## config.mk

```make
export PLATFORM = sky130hd
export DESIGN_NAME = if_stage
export DESIGN_NICKNAME = d
export VERILOG_FILES = /design/src/rtl/if_stage.sv
export SDC_FILE = /design/constraint.sdc
export NUM_CORES = 1
export LEC_CHECK = 0
export BUFFER_PORTS_ARGS = -buffer_cell sky130_fd_sc_hd__buf_4
export CAP_MARGIN = 20
export CORE_ASPECT_RATIO = 0.7
export CORE_MARGIN = 5
export CORE_UTILIZATION = 45
export DETAILED_ROUTE_END_ITERATION = 12
export PLACE_DENSITY = 0.71
export SYNTH_ARGS = -nofsm -noshare
export SYNTH_HDL_FRONTEND = slang
export SYNTH_SLANG_ARGS = --single-unit
```

## constraint.sdc

```tcl
create_clock -name clk -period 3.5 [get_ports clk]
set_input_delay 0.7 -clock clk [delete_from_list [all_inputs] [get_ports clk]]
set_output_delay 0.7 -clock clk [all_outputs]
set_load 0.1 [all_outputs]
```

## src/rtl/if_stage.sv

```systemverilog
// -----------------------------------------------------------------------------
// if_stage -- instruction-fetch stage of the 5-stage pipeline.
//
// Owns the PC, issues one-at-a-time requests to instruction memory and drives
// the IF/ID pipeline register. Honours the load-use stall controls and the
// EX-stage branch redirect; a redirect flushes IF/ID and kills any in-flight
// fetch.
//
// Ports:
//   clk, reset            rising-edge clock, synchronous active-high reset
//   PCWrite, IF_ID_Write  hazard-unit stall controls (either low = stall)
//   branch_taken          redirect request from EX
//   branch_target         redirect address (low two bits ignored)
//   imem_req, imem_addr   fetch request pulse and address (from state/pc)
//   imem_rvalid           one response per request, >= 1 cycle after it
//   imem_rdata            instruction word, valid with imem_rvalid
//   if_id_pc/instr/valid  IF/ID pipeline register
// -----------------------------------------------------------------------------

package if_stage_pkg;

    localparam int unsigned XLEN = 32;

    // IF/ID pipeline register payload
    typedef struct packed {
        logic [XLEN-1:0] pc;
        logic [XLEN-1:0] instr;
        logic            valid;
    } if_id_t;

endpackage

module if_stage
    import if_stage_pkg::*;
#(
    parameter logic [31:0] RESET_PC = 32'h0000_0000,
    parameter logic [31:0] NOP      = 32'h0000_0013
) (
    input  logic            clk,
    input  logic            reset,
    input  logic            PCWrite,
    input  logic            IF_ID_Write,
    input  logic            branch_taken,
    input  logic [XLEN-1:0] branch_target,
    output logic            imem_req,
    output logic [XLEN-1:0] imem_addr,
    input  logic            imem_rvalid,
    input  logic [XLEN-1:0] imem_rdata,
    output logic [XLEN-1:0] if_id_pc,
    output logic [XLEN-1:0] if_id_instr,
    output logic            if_id_valid
);

    localparam logic [XLEN-1:0] PC_STEP    = XLEN'(4);
    localparam logic [XLEN-1:0] ALIGN_MASK = ~XLEN'(3);

    // REQ: request on the bus; WAIT: response outstanding; HOLD: word parked
    typedef enum logic [1:0] {
        S_REQ  = 2'd0,
        S_WAIT = 2'd1,
        S_HOLD = 2'd2
    } state_t;

    state_t          state_q, state_d;
    logic [XLEN-1:0] pc_q, pc_d;
    logic            discard_q, discard_d;
    logic [XLEN-1:0] hold_buf_q, hold_buf_d;
    if_id_t          if_id_q, if_id_d;

    logic            advance;
    logic            loaded;
    logic [XLEN-1:0] load_instr;

    // Hazard unit drives both controls together; either low is a stall
    assign advance = PCWrite & IF_ID_Write;

    // Fetch bus is decoded straight from the registered state and pc
    assign imem_req  = (state_q == S_REQ) && !reset;
    assign imem_addr = reset ? RESET_PC : pc_q;

    assign if_id_pc    = if_id_q.pc;
    assign if_id_instr = if_id_q.instr;
    assign if_id_valid = if_id_q.valid;

    // State register and datapath registers
    always_ff @(posedge clk) begin
        if (reset) begin
            state_q       <= S_REQ;
            pc_q          <= RESET_PC;
            discard_q     <= 1'b0;
            hold_buf_q    <= '0;
            if_id_q.pc    <= '0;
            if_id_q.instr <= NOP;
            if_id_q.valid <= 1'b0;
        end else begin
            state_q    <= state_d;
            pc_q       <= pc_d;
            discard_q  <= discard_d;
            hold_buf_q <= hold_buf_d;
            if_id_q    <= if_id_d;
        end
    end

    // Next-state, pc and IF/ID update
    always_comb begin
        state_d    = state_q;
        pc_d       = pc_q;
        discard_d  = discard_q;
        hold_buf_d = hold_buf_q;
        if_id_d    = if_id_q;
        loaded     = 1'b0;
        load_instr = '0;

        if (branch_taken) begin
            // Redirect wins over stalls and responses; IF/ID flushes even if held
            pc_d          = branch_target & ALIGN_MASK;
            if_id_d.pc    = '0;
            if_id_d.instr = NOP;
            if_id_d.valid = 1'b0;
            unique case (state_q)
                S_REQ: begin
                    // The request on the bus this cycle is already stale
                    state_d   = S_WAIT;
                    discard_d = 1'b1;
                end
                S_WAIT: begin
                    if (imem_rvalid) begin
                        state_d   = S_REQ;
                        discard_d = 1'b0;
                    end else begin
                        discard_d = 1'b1;
                    end
                end
                S_HOLD: begin
                    state_d = S_REQ;
                end
                default: begin
                    state_d = S_REQ;
                end
            endcase
        end else begin
            unique case (state_q)
                S_REQ: begin
                    state_d = S_WAIT;
                end
                S_WAIT: begin
                    // Responses outside WAIT are protocol errors and ignored
                    if (imem_rvalid) begin
                        if (discard_q) begin
                            discard_d = 1'b0;
                            state_d   = S_REQ;
                        end else if (advance) begin
                            loaded     = 1'b1;
                            load_instr = imem_rdata;
                        end else begin
                            hold_buf_d = imem_rdata;
                            state_d    = S_HOLD;
                        end
                    end
                end
                S_HOLD: begin
                    if (advance) begin
                        loaded     = 1'b1;
                        load_instr = hold_buf_q;
                    end
                end
                default: begin
                    state_d = S_REQ;
                end
            endcase

            if (loaded) begin
                if_id_d.pc    = pc_q;
                if_id_d.instr = load_instr;
                if_id_d.valid = 1'b1;
                pc_d          = pc_q + PC_STEP;
                state_d       = S_REQ;
            end else if (advance) begin
                // Pipeline moves but nothing fetched: insert a bubble
                if_id_d.pc    = pc_q;
                if_id_d.instr = NOP;
                if_id_d.valid = 1'b0;
            end
        end
    end

endmodule

```

==> flow_summary.yaml, run 1 <==
status:
  status: "completed"
clock_tree:
  insertion_delay_ps: 400
  numCtsBuffers: 17
  cts_root_buffer: "clkbuf_16"
  htree_num_levels: 4
  cts_setup_buffers: 0
  hold_buffers: 0
  cts-resized-gates: 0
  clk_path_buf_depth: 2
  cts_tree: "done"
  clk_pin_slew_worst_paths_ps: 50
  numClockSinks: 128
global_route:
  track_usage: 0.220
  grt_max_degree: 74
  grt_pass1_vias: 5403
  grt_first_pass_wirelength_mm: 26.9
  grt_overflow: 0
  antenna_found_initial: 0
synthesis:
  synthFlopType: "dfxtp_1"
  ys_warn_count: 0
  syn_area_sq_um: 5650
  netlist_instances: 726
  synth_edf_count: 0
  ys_seq_area_frac: 0.453
  synth_seq_cells: 128
  async_reset_ff_frac: 0
  ys_types: 46
  syn_avg_cell_area_sq_um: 7.79
drt:
  wl_mm: 16.7
  remaining_drc_errors: 0
  wl_per_cell_um: 16.1
  via_per_inst: 5.33
  antenna_left: 0
  drtIter0Drc: 367
  dr_total_vias: 5507
  drt_pass1_iterations: 5
critical_path:
  criticalPathCategory: "reg -> reg"
  start_kind: "flop"
  slowest_stage: "ha_2"
  path_cells: "inv_1 -> ha_2 -> o2111ai_1 -> or3_1 -> a311oi_1"
  slowest_delay_ps: 780
  path_delay_family: "compound AO/OA/AOI/OAI gates"
  crit_arrival_ps: 2910
  r2r_slack_ps: 880
  r2r-end: "pc_q[15]$_SDFFE_PP0P_"
  cp.buffers_inverters: 1
  r2r_start: "state_q[0]$_SDFFE_PP0P_"
  required_ps: 3800
  end_kind: "flop"
  crit_path_max_fanout: 41
  reg2reg_depth: 5
pwr:
  pwr-share-comb: 0.131
  total_power_mw: 3.89
  leakagePower_nw: 2.87
  seqPwrFrac: 0.398
  power_frac_clock: 0.470
  p_sw_mw: 1.02
  power_density_nw_per_um2: 515
  swShare: 0.263
  p_int_mw: 2.87
  ir_worst_vdd_mv: 0.431
sta:
  rsz0062_at_grt: "false"
  finalCritPeriodShare: 0.747
  fmax_ghz: 0.382
  setup_viol: 0
  worst_slack_ps: 884
  tns_ps: 0
  finalClockSkew_ps: 12.2
  hold_viol: 0
  drv_slew: 0
  fin_crit_ps: 2620
  worst_pin_slew_ps: 904
  slew_headroom: 0.397
finish:
  fin_util: 0.610
  area_growth_pct: 33.6
  antenna_cells: 0
  final_nets: 934
  final_cell_mix: "buf_4, nand2_1, dfxtp_1, a21oi_1, nor2_1"
  final_common_cell: "buf_4"
  fill_cells: 1096
  layout-drive-gt1-share: 0.250
min_path:
  holdCritStartpoint: "if_id_pc[26]$_SDFFE_PP0P_"
  hp-class: "reg -> reg"
  min_path_cells: 2
  holdPathEnd: "if_id_pc[26]$_SDFFE_PP0P_"
placement:
  dpl_worst_slack_ps: 854
  gp_congestion: 0.838
  io_buffers: 161
  place_hpwl_mm: 11.8
floorplan:
  dieHeight_um: 104
  initial_core_util: 0.457
  io_pins: 168
  fp.dieW_um: 144
  fp.dieArea_sq_um: 14900
  core-area_sq_um: 12400
  num_rows: 34
flow_run:
  maxCapViolations: 0
[through the flow]
| stage | std cells | instance area, sq um | hold slack, ps |
|---|---|---|---|
| after floorplan | 729 | 5660 | 436 |
| after global placement | 1003 | 6930 | 442 |
| after detailed placement | 1003 | 6930 | 447 |
| after CTS | 1034 | 7550 | 455 |
| after global routing | 1034 | 7550 | 475 |
| final | 1034 | 7550 | 455 |
[flip-flops by register name, summed over array words and instances, names as in the netlist]
signal and count:
hold_buf_q 32, discard_q 1, if_id_valid 1, state_q 2, pc_q 30, if_id_instr 32
if_id_pc 30
[worst max-delay path by stage]
| stage | endpoint | startpoint | slack (ps) | depth (start not counted) |
|---|---|---|---|---|
| 2_1_floorplan | imem_addr[10] | reset | 400 | 3 |
| 3_3_place_gp | pc_q[2]$_SDFFE_PP0P_ | imem_rvalid | 900 | 7 |
| 3_5_place_dp | pc_q[2]$_SDFFE_PP0P_ | imem_rvalid | 850 | 7 |
| 4_1_cts | pc_q[15]$_SDFFE_PP0P_ | state_q[0]$_SDFFE_PP0P_ | 880 | 5 |
| 5_1_grt | pc_q[23]$_SDFFE_PP0P_ | state_q[0]$_SDFFE_PP0P_ | 730 | 6 |
| 6_report | pc_q[15]$_SDFFE_PP0P_ | state_q[0]$_SDFFE_PP0P_ | 880 | 5 |
[kinds of logic after synthesis]
group / Yosys count / share of synthesized area
compound gates: 179 / 0.192
other cells: 1 / 0.000663
buf+inv: 71 / 0.0516
xor+xnor: 24 / 0.0372
mux: 3 / 0.00553
fa+ha+maj: 4 / 0.00885
simple gates: 316 / 0.251
flops: 128 / 0.453
[worst min-delay path: cells and delay by family (launching register included)]
family | cells | cell delay (ps)
flip-flops | 1 | 310
AND/OR/NAND/NOR | 1 | 50
AO/OA/AOI/OAI | 1 | 50
[power groups by stage]
| stage | Clock (mW) | Sequential, mW | Combinational (mW) |
|---|---|---|---|
| CTS | 1.86 | 1.55 | 0.513 |
| global placement | 0 | 1.57 | 0.502 |
| floorplan | 0 | 1.60 | 0.330 |
| global route | 1.94 | 1.55 | 0.544 |
| finish | 1.83 | 1.55 | 0.511 |
| detailed placement | 0 | 1.58 | 0.511 |
[cell type report]
type                            instances  area [sq um]  area share
Timing Repair Buffer                  173          1300       0.172
Multi-Input combinational cell        530          2830       0.374
Clock inverter                          8           128      0.0169
Inverter                               10          37.5     0.00497
Tap cell                              162           203      0.0268
Clock buffer                           23           498      0.0659
Sequential cell                       128          2560       0.339
[cells in the mapped netlist (all sizes together) (4+ instances only)]
| cell type | n | area [sq um] |
|---|---|---|
| buf | 12 | 70.1 |
| dfxtp | 128 | 2560 |
| and3 | 5 | 31.3 |
| o21bai | 4 | 30.0 |
| clkbuf | 49 | 184 |
| nor3 | 10 | 60.1 |
| a211oi | 11 | 82.6 |
| o21ai | 10 | 50.0 |
| nor4 | 6 | 65.1 |
| a311oi | 5 | 43.8 |
| o2111ai | 4 | 35.0 |
| a21oi | 102 | 510 |
| inv | 10 | 37.5 |
| or3 | 5 | 31.3 |
| nor2 | 90 | 338 |
| a22oi | 29 | 218 |
| nand2 | 149 | 559 |
| nand4 | 5 | 37.5 |
| a221oi | 4 | 35.0 |
| nor2b | 26 | 163 |
| xnor2 | 24 | 210 |
| ha | 4 | 50.1 |
| nand3 | 8 | 40.0 |
[routing by layer]
| layer | GRT usage | share of wire | up-vias |
|---|---|---|---|
| li1 | - | - | 2727 |
| met1 | 0.297 | 0.45 | 2607 |
| met2 | 0.349 | 0.47 | 165 |
| met3 | 0.0631 | 0.068 | 8 |
| met4 | 0.0504 | 0.0055 | 0 |
| met5 | 0 | 0 | - |
Note: power is estimated with default switching activity, not from simulation.
==> run 2: changes to the inputs <==
--- a/config.mk
+++ b/config.mk
@@ -5,13 +5,14 @@
 export SDC_FILE = /design/constraint.sdc
 export NUM_CORES = 1
 export LEC_CHECK = 0
+export ABC_AREA = 1
 export BUFFER_PORTS_ARGS = -buffer_cell sky130_fd_sc_hd__buf_4
 export CAP_MARGIN = 20
 export CORE_ASPECT_RATIO = 0.7
 export CORE_MARGIN = 5
 export CORE_UTILIZATION = 45
 export DETAILED_ROUTE_END_ITERATION = 12
-export PLACE_DENSITY = 0.71
+export PLACE_DENSITY = 0.73
 export SYNTH_ARGS = -nofsm -noshare
 export SYNTH_HDL_FRONTEND = slang
 export SYNTH_SLANG_ARGS = --single-unit
==> constraint.sdc (replaced) <==
create_clock -name clk -period 2.32 [get_ports clk]
set_input_delay 0.464 -clock clk [delete_from_list [all_inputs] [get_ports clk]]
set_output_delay 0.464 -clock clk [all_outputs]
set_load 0.1 [all_outputs]
==> flow_summary.yaml, run 2 <==
sta:
  fmax_ghz: 0.493
  finalCritPeriodShare: 0.874
  finalHoldWorstSlack_ps: 309
  finalClockSkew_ps: 8.26
  rsz0062_at_grt: "false"
  hold_viol: 0
  drv_slew: 0
  worst_pin_slew_ps: 754
  setup_viol: 0
  slew_headroom: 0.497
  fin_crit_ps: 2030
synthesis:
  synth_seq_cells: 128
  synthFlopType: "dfxtp_1"
  synth_top_cell_by_area: "dfxtp_1"
  ys_types: 33
  ys_top_cells_by_count: "nand2_1, dfxtp_1, nor2_1, o21ai_0, a21oi_1"
  async_reset_ff_frac: 0
  syn_avg_cell_area_sq_um: 6.70
  ys_warn_count: 0
  synth_edf_count: 0
  yosys.cell_count.top_type: "nand2_1"
  netlist_instances: 924
  synthTopCellsByArea: "dfxtp_1, nand2_1, o21ai_0, a21oi_1, nor2_1"
  ys_seq_area_frac: 0.414
  syn_area_sq_um: 6190
  synth.top_cell.area_share: 0.414
global_route:
  grt_pass1_vias: 5944
  grt_overflow: 0
  track_usage: 0.235
  antenna_found_initial: 0
  grt_first_pass_wirelength_mm: 30.3
  grt_max_degree: 48
pwr:
  power_frac_clock: 0.411
  pwr-share-comb: 0.208
  leakagePower_nw: 3.43
  p_sw_mw: 2.00
  power_density_nw_per_um2: 777
  p_int_mw: 4.30
  total_power_mw: 6.31
  swShare: 0.318
  seqPwrFrac: 0.381
  ir_worst_vdd_mv: 0.474
floorplan:
  io_pins: 168
  dieHeight_um: 108
  fp.dieArea_sq_um: 16200
  initial_core_util: 0.465
  fp.dieW_um: 150
  num_rows: 35
  core-area_sq_um: 13300
finish:
  fill_cells: 1293
  seqCellArea_sq_um: 2560
  final_nets: 1142
  final_common_cell: "nand2_1"
  area_growth_pct: 31.0
  antenna_cells: 0
  final_cell_mix: "nand2_1, buf_4, dfxtp_1, nor2_1, o21ai_0"
  layout-drive-gt1-share: 0.231
  multi_input_area_sq_um: 3090
clock_tree:
  cts_root_buffer: "clkbuf_16"
  clk_path_buf_depth: 2
  cts-resized-gates: 0
  numClockSinks: 128
  numCtsBuffers: 17
  cts_setup_buffers: 0
  insertion_delay_ps: 410
  hold_buffers: 0
  htree_num_levels: 4
  clk_pin_slew_worst_paths_ps: 60
  cts_tree: "done"
critical_path:
  crit_arrival_ps: 2380
  r2r_slack_ps: 290
  end_kind: "flop"
  criticalPathCategory: "reg -> reg"
  required_ps: 2670
  crit_path_max_fanout: 21
  start_kind: "flop"
status:
  status: "completed"
drt:
  antenna_left: 0
  remaining_drc_errors: 0
  via_per_inst: 5.18
  drtIter0Drc: 482
  wl_mm: 19.1
  dr_total_vias: 6549
  wl_per_cell_um: 15.1
  drt_pass1_iterations: 5
placement:
  gp_congestion: 0.988
  place_hpwl_mm: 13.8
  io_buffers: 161
min_path:
  hp-class: "in -> reg"
flow_run:
  maxCapViolations: 0
==> run 2: kinds of logic after synthesis <==
logic type               synth area share
AND/OR/NAND/NOR                     0.295
AO/OA/AOI/OAI                       0.183
buffers and inverters              0.0939
flip-flops                          0.414
XOR/XNOR                          0.00566
adder cells (fa/ha/maj)           0.00808
other                            0.000605
==> run 2: worst paths after layout <==
path                                                  start  cells after the start                           to
worst max register to register      state_q[0]$_SDFFE_PP0P_                     10        pc_q[20]$_SDFFE_PP0P_
worst min register to register  hold_buf_q[12]$_SDFFE_PP0P_                      2  hold_buf_q[12]$_SDFFE_PP0P_
worst max-delay path                state_q[0]$_SDFFE_PP0P_                     10        pc_q[20]$_SDFFE_PP0P_
worst min-delay path                       branch_target[8]                      3         pc_q[8]$_SDFFE_PP0P_
==> run 2: critical path, cell delays in order, from the launching register on <==
cell and delay [ps]:
dfxtp_1 330, inv_1 70, ha_1 290, inv_1 120, nor2_4 70, nand2_4 120
nand2_4 50, inv_1 550, buf_4 250, nand2_1 50, nand2_1 60
==> run 2: through the flow <==
| step | setup WS [ps] | cell area, sq um | std cells | setup TNS [ps] | util |
|---|---|---|---|---|---|
| floorplan | -262 | 6230 | 927 | -5520 | - |
| global placement | 318 | 7540 | 1234 | 0 | 0.567 |
| detailed placement | 314 | 7540 | 1234 | 0 | 0.567 |
| CTS | 307 | 8120 | 1265 | 0 | 0.610 |
| global route | 115 | 8120 | 1265 | 0 | 0.610 |
| finish | 292 | 8120 | 1265 | 0 | 0.610 |
==> run 2: final cells by class <==
| cell class | count | area share |
|---|---|---|
| clock inverters | 10 | 0.0139 |
| repair buffers | 175 | 0.165 |
| multi-input cells | 661 | 0.381 |
| inverters | 85 | 0.0396 |
| clock buffers | 21 | 0.0567 |
| well taps | 185 | 0.0285 |
| flip-flops and latches | 128 | 0.316 |
==> run 2: layer usage <==
layer | track usage | wire length (um)
met1 | 0.357 | 9500
met3 | 0.0704 | 1720
met2 | 0.321 | 7730
met5 | 0 | 0
met4 | 0.0594 | 170
==> run 2: power by group through the flow <==
stage                     sequential (mW)  clock (mW)  combinational [mW]
after floorplan                      2.56           0               0.840
after global placement               2.44           0                1.29
after detailed placement             2.44           0                1.31
after CTS                            2.40        2.63                1.31
after global routing                 2.42        2.74                1.43
final                                2.40        2.59                1.31
